`src/rtl/load_store_unit_pkg.sv`:
```
// Shared types and constants for the load/store unit: FSM encoding, default
// widths and the alignment rule for doubleword accesses.
package load_store_unit_pkg;

  localparam int WORD_DEFAULT    = 64;
  localparam int TIMEOUT_DEFAULT = 16;

  typedef enum logic [1:0] {
    ST_IDLE = 2'd0,
    ST_BUSY = 2'd1,
    ST_DONE = 2'd2
  } lsu_state_t;

  // Doubleword accesses must sit on an 8-byte boundary.
  function automatic logic is_aligned(input logic [2:0] lsb);
    return lsb == 3'd0;
  endfunction

endpackage

```
`src/rtl/load_store_unit_if.sv`:
```
// Data-memory bus between the load/store unit (master) and its responder (slave).
// Handshake: master holds bus_req with stable we/addr/wdata until the responder
// pulses bus_ack for one cycle; bus_rdata is only meaningful while bus_ack is high.
interface load_store_unit_if #(
  parameter int WORD = 64
) ();
  logic            bus_req;
  logic            bus_we;
  logic [WORD-1:0] bus_addr;
  logic [WORD-1:0] bus_wdata;
  logic            bus_ack;
  logic [WORD-1:0] bus_rdata;

  modport master (
    output bus_req, bus_we, bus_addr, bus_wdata,
    input  bus_ack, bus_rdata
  );

  modport slave (
    input  bus_req, bus_we, bus_addr, bus_wdata,
    output bus_ack, bus_rdata
  );
endinterface

```
`src/rtl/load_store_unit_timeout_counter.sv`:
```
// Counts BUSY cycles; expired goes high on the TIMEOUT-th cycle of an access
// and the count saturates there until the next clear.
module lsu_timeout_counter #(
  parameter int TIMEOUT = 16
) (
  input  logic clk,
  input  logic reset,
  input  logic clear,
  input  logic enable,
  output logic expired
);
  localparam int CW = (TIMEOUT > 1) ? $clog2(TIMEOUT) : 1;

  logic [CW-1:0] count;

  always_ff @(posedge clk or posedge reset) begin
    if (reset) begin
      count <= '0;
    end else if (clear) begin
      count <= '0;
    end else if (enable && !expired) begin
      count <= count + CW'(1);
    end
  end

  assign expired = (count == CW'(TIMEOUT - 1));
endmodule

```
`src/rtl/load_store_unit.sv`:
```
// Load/store unit: accepts one LDUR/STUR at a time from the pipeline, stalls it,
// runs a single bus transaction with a timeout, and reports result/error in DONE.
module load_store_unit
  import load_store_unit_pkg::*;
#(
  parameter int WORD    = WORD_DEFAULT,
  parameter int TIMEOUT = TIMEOUT_DEFAULT
) (
  input  logic                  clk,
  input  logic                  reset,
  input  logic                  mem_read,
  input  logic                  mem_write,
  input  logic [WORD-1:0]       address,
  input  logic [WORD-1:0]       write_data,
  output logic [WORD-1:0]       read_data,
  output logic                  stall,
  output logic                  error,
  output lsu_state_t            state_dbg,
  load_store_unit_if.master     bus
);
  lsu_state_t      state, next_state;
  logic [WORD-1:0] addr_q, wdata_q, rdata_q;
  logic            we_q, is_read_q, error_q;
  logic            accept, legal, expired, bus_req_c;

  assign accept = (state == ST_IDLE) && (mem_read || mem_write);
  assign legal  = is_aligned(address[2:0]) && !(mem_read && mem_write);

  lsu_timeout_counter #(.TIMEOUT(TIMEOUT)) u_timeout (
    .clk     (clk),
    .reset   (reset),
    .clear   (accept && legal),
    .enable  (state == ST_BUSY),
    .expired (expired)
  );

  always_ff @(posedge clk or posedge reset) begin
    if (reset) state <= ST_IDLE;
    else       state <= next_state;
  end

  always_comb begin
    next_state = state;
    case (state)
      ST_IDLE: if (accept) next_state = legal ? ST_BUSY : ST_DONE;
      ST_BUSY: if (bus.bus_ack || expired) next_state = ST_DONE;
      ST_DONE: next_state = ST_IDLE;
      default: next_state = ST_IDLE;
    endcase
  end

  // Stall is combinational in IDLE so the pipeline freezes in the accept cycle.
  always_comb begin
    stall     = 1'b0;
    bus_req_c = 1'b0;
    case (state)
      ST_IDLE: stall = accept;
      ST_BUSY: begin
        stall     = 1'b1;
        bus_req_c = 1'b1;
      end
      default: ;
    endcase
  end

  // Request latches, load result and error flag. An ack in the timeout cycle
  // takes priority, so the ack branch is tested first.
  always_ff @(posedge clk or posedge reset) begin
    if (reset) begin
      addr_q    <= '0;
      wdata_q   <= '0;
      rdata_q   <= '0;
      we_q      <= 1'b0;
      is_read_q <= 1'b0;
      error_q   <= 1'b0;
    end else begin
      case (state)
        ST_IDLE: if (accept) begin
          addr_q    <= address;
          wdata_q   <= write_data;
          we_q      <= mem_write;
          is_read_q <= !mem_write;
          error_q   <= !legal;
        end
        ST_BUSY: begin
          if (bus.bus_ack) begin
            if (is_read_q) rdata_q <= bus.bus_rdata;
            error_q <= 1'b0;
          end else if (expired) begin
            if (is_read_q) rdata_q <= '0;
            error_q <= 1'b1;
          end
        end
        ST_DONE: error_q <= 1'b0;
        default: ;
      endcase
    end
  end

  assign bus.bus_req   = bus_req_c;
  assign bus.bus_we    = we_q;
  assign bus.bus_addr  = addr_q;
  assign bus.bus_wdata = wdata_q;
  assign read_data     = rdata_q;
  assign error         = error_q;
  assign state_dbg     = state;
endmodule
```
`src/flat_wrapper.sv`:
```
// flat-port wrapper written by rule: the top's interface ports become plain ports
module load_store_unit_flat import load_store_unit_pkg::*;
#(
  parameter int WORD    = WORD_DEFAULT,
  parameter int TIMEOUT = TIMEOUT_DEFAULT
)
  (clk, reset, mem_read, mem_write, address, write_data, read_data, stall, error, state_dbg, bus_bus_req, bus_bus_we, bus_bus_addr, bus_bus_wdata, bus_bus_ack, bus_bus_rdata);
  load_store_unit_if #(.WORD(WORD)) bus_i ();
  input  logic clk;
  input  logic reset;
  input  logic mem_read;
  input  logic mem_write;
  input  logic [WORD-1:0] address;
  input  logic [WORD-1:0] write_data;
  output logic [WORD-1:0] read_data;
  output logic stall;
  output logic error;
  output lsu_state_t state_dbg;
  output wire logic [$bits(bus_i.bus_req)-1:0] bus_bus_req;
  output wire logic [$bits(bus_i.bus_we)-1:0] bus_bus_we;
  output wire logic [$bits(bus_i.bus_addr)-1:0] bus_bus_addr;
  output wire logic [$bits(bus_i.bus_wdata)-1:0] bus_bus_wdata;
  input wire logic [$bits(bus_i.bus_ack)-1:0] bus_bus_ack;
  input wire logic [$bits(bus_i.bus_rdata)-1:0] bus_bus_rdata;
  assign bus_bus_req = bus_i.bus_req;
  assign bus_bus_we = bus_i.bus_we;
  assign bus_bus_addr = bus_i.bus_addr;
  assign bus_bus_wdata = bus_i.bus_wdata;
  assign bus_i.bus_ack = bus_bus_ack;
  assign bus_i.bus_rdata = bus_bus_rdata;
  load_store_unit #(.WORD(WORD), .TIMEOUT(TIMEOUT)) u_core (.clk(clk), .reset(reset), .mem_read(mem_read), .mem_write(mem_write), .address(address), .write_data(write_data), .read_data(read_data), .stall(stall), .error(error), .state_dbg(state_dbg), .bus(bus_i));
endmodule
```
`config.mk`:
```
export PLATFORM = sky130hd
export DESIGN_NAME = load_store_unit_flat
export DESIGN_NICKNAME = d
export VERILOG_FILES = /design/src/rtl/load_store_unit_pkg.sv /design/src/rtl/load_store_unit_if.sv /design/src/rtl/load_store_unit_timeout_counter.sv /design/src/rtl/load_store_unit.sv /design/src/flat_wrapper.sv
export SDC_FILE = /design/constraint.sdc
export NUM_CORES = 1
export LEC_CHECK = 0
export CORE_AREA = 2 2 153 155
export DETAILED_ROUTE_END_ITERATION = 6
export DIE_AREA = 0 0 155 157
export PLACE_DENSITY = 0.72
export SLEW_MARGIN = 15
export SYNTH_ARGS = -nofsm -noshare
export SYNTH_HDL_FRONTEND = slang
export SYNTH_SLANG_ARGS = --single-unit
```
`constraint.sdc`:
```
create_clock -name clk -period 13 [get_ports clk]
set_clock_uncertainty 0.05 [all_clocks]
set_input_delay 1.3 -clock clk [delete_from_list [all_inputs] [get_ports clk]]
set_output_delay 1.3 -clock clk [all_outputs]
set_load 0.02 [all_outputs]
```
==> results.tsv <==
stage	metric	value	unit
status	status	finished, final reports clean	
yosys	syn avg cell area	16.1	µm²
timing	Slew Limit Fails	0	
critical_path	flop2flop setup slack	10020	ps
timing	relative slew slack	0.335	
global_route	vias in the first global route	5848	
clock_network	Clock H-tree levels	1	
timing	Peak Freq	0.248	GHz
timing	Tightest Pin Transition	998	ps
yosys	number of enable-type register cells in the synthesized netlist	0	
critical_path	Required @ worst endpoint	11650	ps
route	Antenna Nets Post-Route	0	
yosys	Cells after Synth	468	
global_route	initial antenna violation count	0	
finish	share of layout cells above drive strength 1	0.120	
critical_path	Critical R2R Capture	u_core.bus.bus_wdata[24]	
finish	NumNets Final	1063	
power	worst vdd ir	0.000132	V
route	Iter 0 DRT Violations	158	
yosys	area leader, netlist	dfrtp_1	
power	part of the power in combinational logic	0.453	
critical_path	CP arrival	2680	ps
finish	most frequent cells in the layout	394 x clkdlybuf4s50_1, 201 x dfrtp_1, 67 x mux2_1, 64 x a22o_1, 62 x mux2_2	
clock_network	hold_buf cts	0	
yosys	post-synth net total	668	
die	Rows	55	
clock_network	post-CTS repair timing setup buffer count	0	
place	Final HPWL DP	15900	µm
critical_path	Critical Path Source	mem_write	
yosys	#FFs+latches synth	201	
finish	FF/Latch Area	0.00503	mm²
timing	RSZ-0062 raised after global routing	false	
yosys	Synth area leaders	dfrtp_1 67%, mux2_1 10%, mux2_2 9.2%	
clock_network	Clock transition at path regs	50	ps
route	routed wire length	22400	µm
finish	multi-input logic area	0.00229	mm²
die	Core ar.	0.0225	mm²
global_route	grt ovf	0	
hold_path	Worst Hold Class	reg2reg	
yosys	Post-Syn Area	0.00755	mm²
timing	total negative setup slack	0	ps
finish	commonest non-fill, non-tap cell in the layout	clkdlybuf4s50_1	
critical_path	Setup crit end kind	primary output	
clock_network	root buf cell	clkbuf_16	
clock_network	Clock Latency Late Sink	510	ps
critical_path	R2R cell count	6	
die	Die Height	157	µm
die	die area	0.0243	mm²
route	Vias	5550	
timing	final worst path period share	0.310	
clock_network	post-cts repair resize count	0	
timing	min Tclk post-route	4030	ps
route	DRT Pass-1 Iters	3	
global_route	first-pass GRT wire length	33200	µm
global_route	largest net degree at the start of global routing	142	
clock_network	Clock Sinks	201	
timing	final setup fails	0	
clock_network	CTS Buf Count	24	
job	max cap viols	0	
yosys	ys async rst share	1.00	
power	switching pwr	1080	µW
finish	Antenna diodes	0	
power	switch share	0.345	
power	Leak	0.00526	µW
timing	Hold Fails Final Rpt	0	
timing	hold slack	425	ps
critical_path	crit path max fanout	6	
clock_network	CTS tree	built	
route	vias per inst	4.76	
power	Int Power	2050	µW
yosys	register area share after synthesis	0.666	
yosys	Synth warnings	0	
yosys	Yosys top cell area share	0.666	
power	Flop pwr share	0.339	
route	DR DRC count	0	
clock_network	clock buffer depth	3	
die	IO Count	395	
global_route	total track usage	0.175	
finish	Layout area overhead	65.0	%
power	Clk pwr share	0.208	
die	Die Span X	155	µm
critical_path	CP Launch Type	primary input	
place	Buffers on Ports	394	
die	Initial Util	0.336	
route	drt wl/cell	19.2	µm
place	GP Congestion	0.771	
place	Placed Cells	1122	
critical_path	CP endpoint	stall	
critical_path	kind of critical path	in2out	
finish	# fillers	1864	
power	pwr dens	251	mW/mm²
finish	Layout Cells excl Fill	1166	
yosys	top_reg_cell synth	dfrtp_1	
critical_path	reg2reg start	u_core.state_dbg[0]	
yosys	Synth cell types	31	
stage by stage:
step | total power, µW | setup slack, ps | util | instance area, µm²
after floorplan | 1770 | 6170 | - | 7550
after global placement | 2480 | 8760 | 0.519 | 11700
after detailed placement | 2500 | 8740 | 0.519 | 11700
after global routing | 3290 | 8910 | 0.554 | 12500
after CTS | 3170 | 8970 | 0.554 | 12500
final | 3130 | 8970 | 0.554 | 12500
Yosys cell counts, types with 4 or more instances:
cell type  number
a21oi_1         4
a22o_1         64
buf_2           7
buf_4           8
buf_6           8
clkbuf_1        6
dfrtp_1       201
inv_1           5
mux2_1         67
mux2_2         62
nand2_1         5
o21ai_0         4
cells by family (layout without fill, tap and decap cells):
kind of cell	count (synthesis)	count (layout)	synth area share
adders and majority gates	3	3	0.00497
AOI/OAI and AO/OA	81	81	0.0921
xor gates and xnor gates	1	1	0.00116
muxes	129	129	0.192
and+or+nand+nor	18	18	0.0131
DFF	201	201	0.666
buffers and inverters	35	448	0.0306
worst min path at each step:
stage,startpoint,end,slack [ps],depth (start not counted)
global placement,u_core.bus.bus_we,u_core.bus.bus_we,420,2
detailed placement,u_core.bus.bus_we,u_core.bus.bus_we,420,2
floorplan,u_core.is_read_q,u_core.is_read_q,470,2
CTS,u_core.bus.bus_we,u_core.bus.bus_we,430,2
global route,u_core.bus.bus_we,u_core.bus.bus_we,440,2
finish,u_core.bus.bus_we,u_core.bus.bus_we,420,2
sequential cells by signal, summed over array words and instances (netlist names):
| name | cells |
|---|---|
| u_core.is_read_q | 1 |
| u_core.state_dbg | 2 |
| u_core.bus.bus_addr | 64 |
| u_core.bus.bus_wdata | 64 |
| u_core.error | 1 |
| u_core.read_data | 64 |
| u_core.u_timeout.count | 4 |
| u_core.bus.bus_we | 1 |
routing by layer:
metal | wire length [µm] | GRT usage | up-vias | part of all wire
met2 | 11200 | 0.308 | 276 | 0.50
li1 | - | - | 2499 | -
met5 | 0 | 0 | - | 0
met4 | 807 | 0.0604 | 0 | 0.036
met3 | 2020 | 0.0600 | 46 | 0.090
met1 | 8390 | 0.198 | 2729 | 0.37
power groups by stage:
stage	combinational [µW]	sequential (µW)	clock [µW]
finish	1420	1060	653
floorplan	372	1400	0
detailed placement	1430	1070	0
global route	1490	1090	699
global placement	1420	1060	0
CTS	1440	1060	674
layout make-up:
cell class,instances,area share
tap,285,0.0286
clock inverter,6,0.00492
inverter,5,0.00211
multi-input combinational,232,0.184
sequential,201,0.404
clock buffer,38,0.0573
timing repair buffer,399,0.319
worst max-delay path, cell delays in order:
cell and delay, ps:
clkdlybuf4s50_1 620, o21ai_4 90, nand2_1 70, clkdlybuf4s50_1 590
No activity file was read; power rests on OpenSTA's default activity.
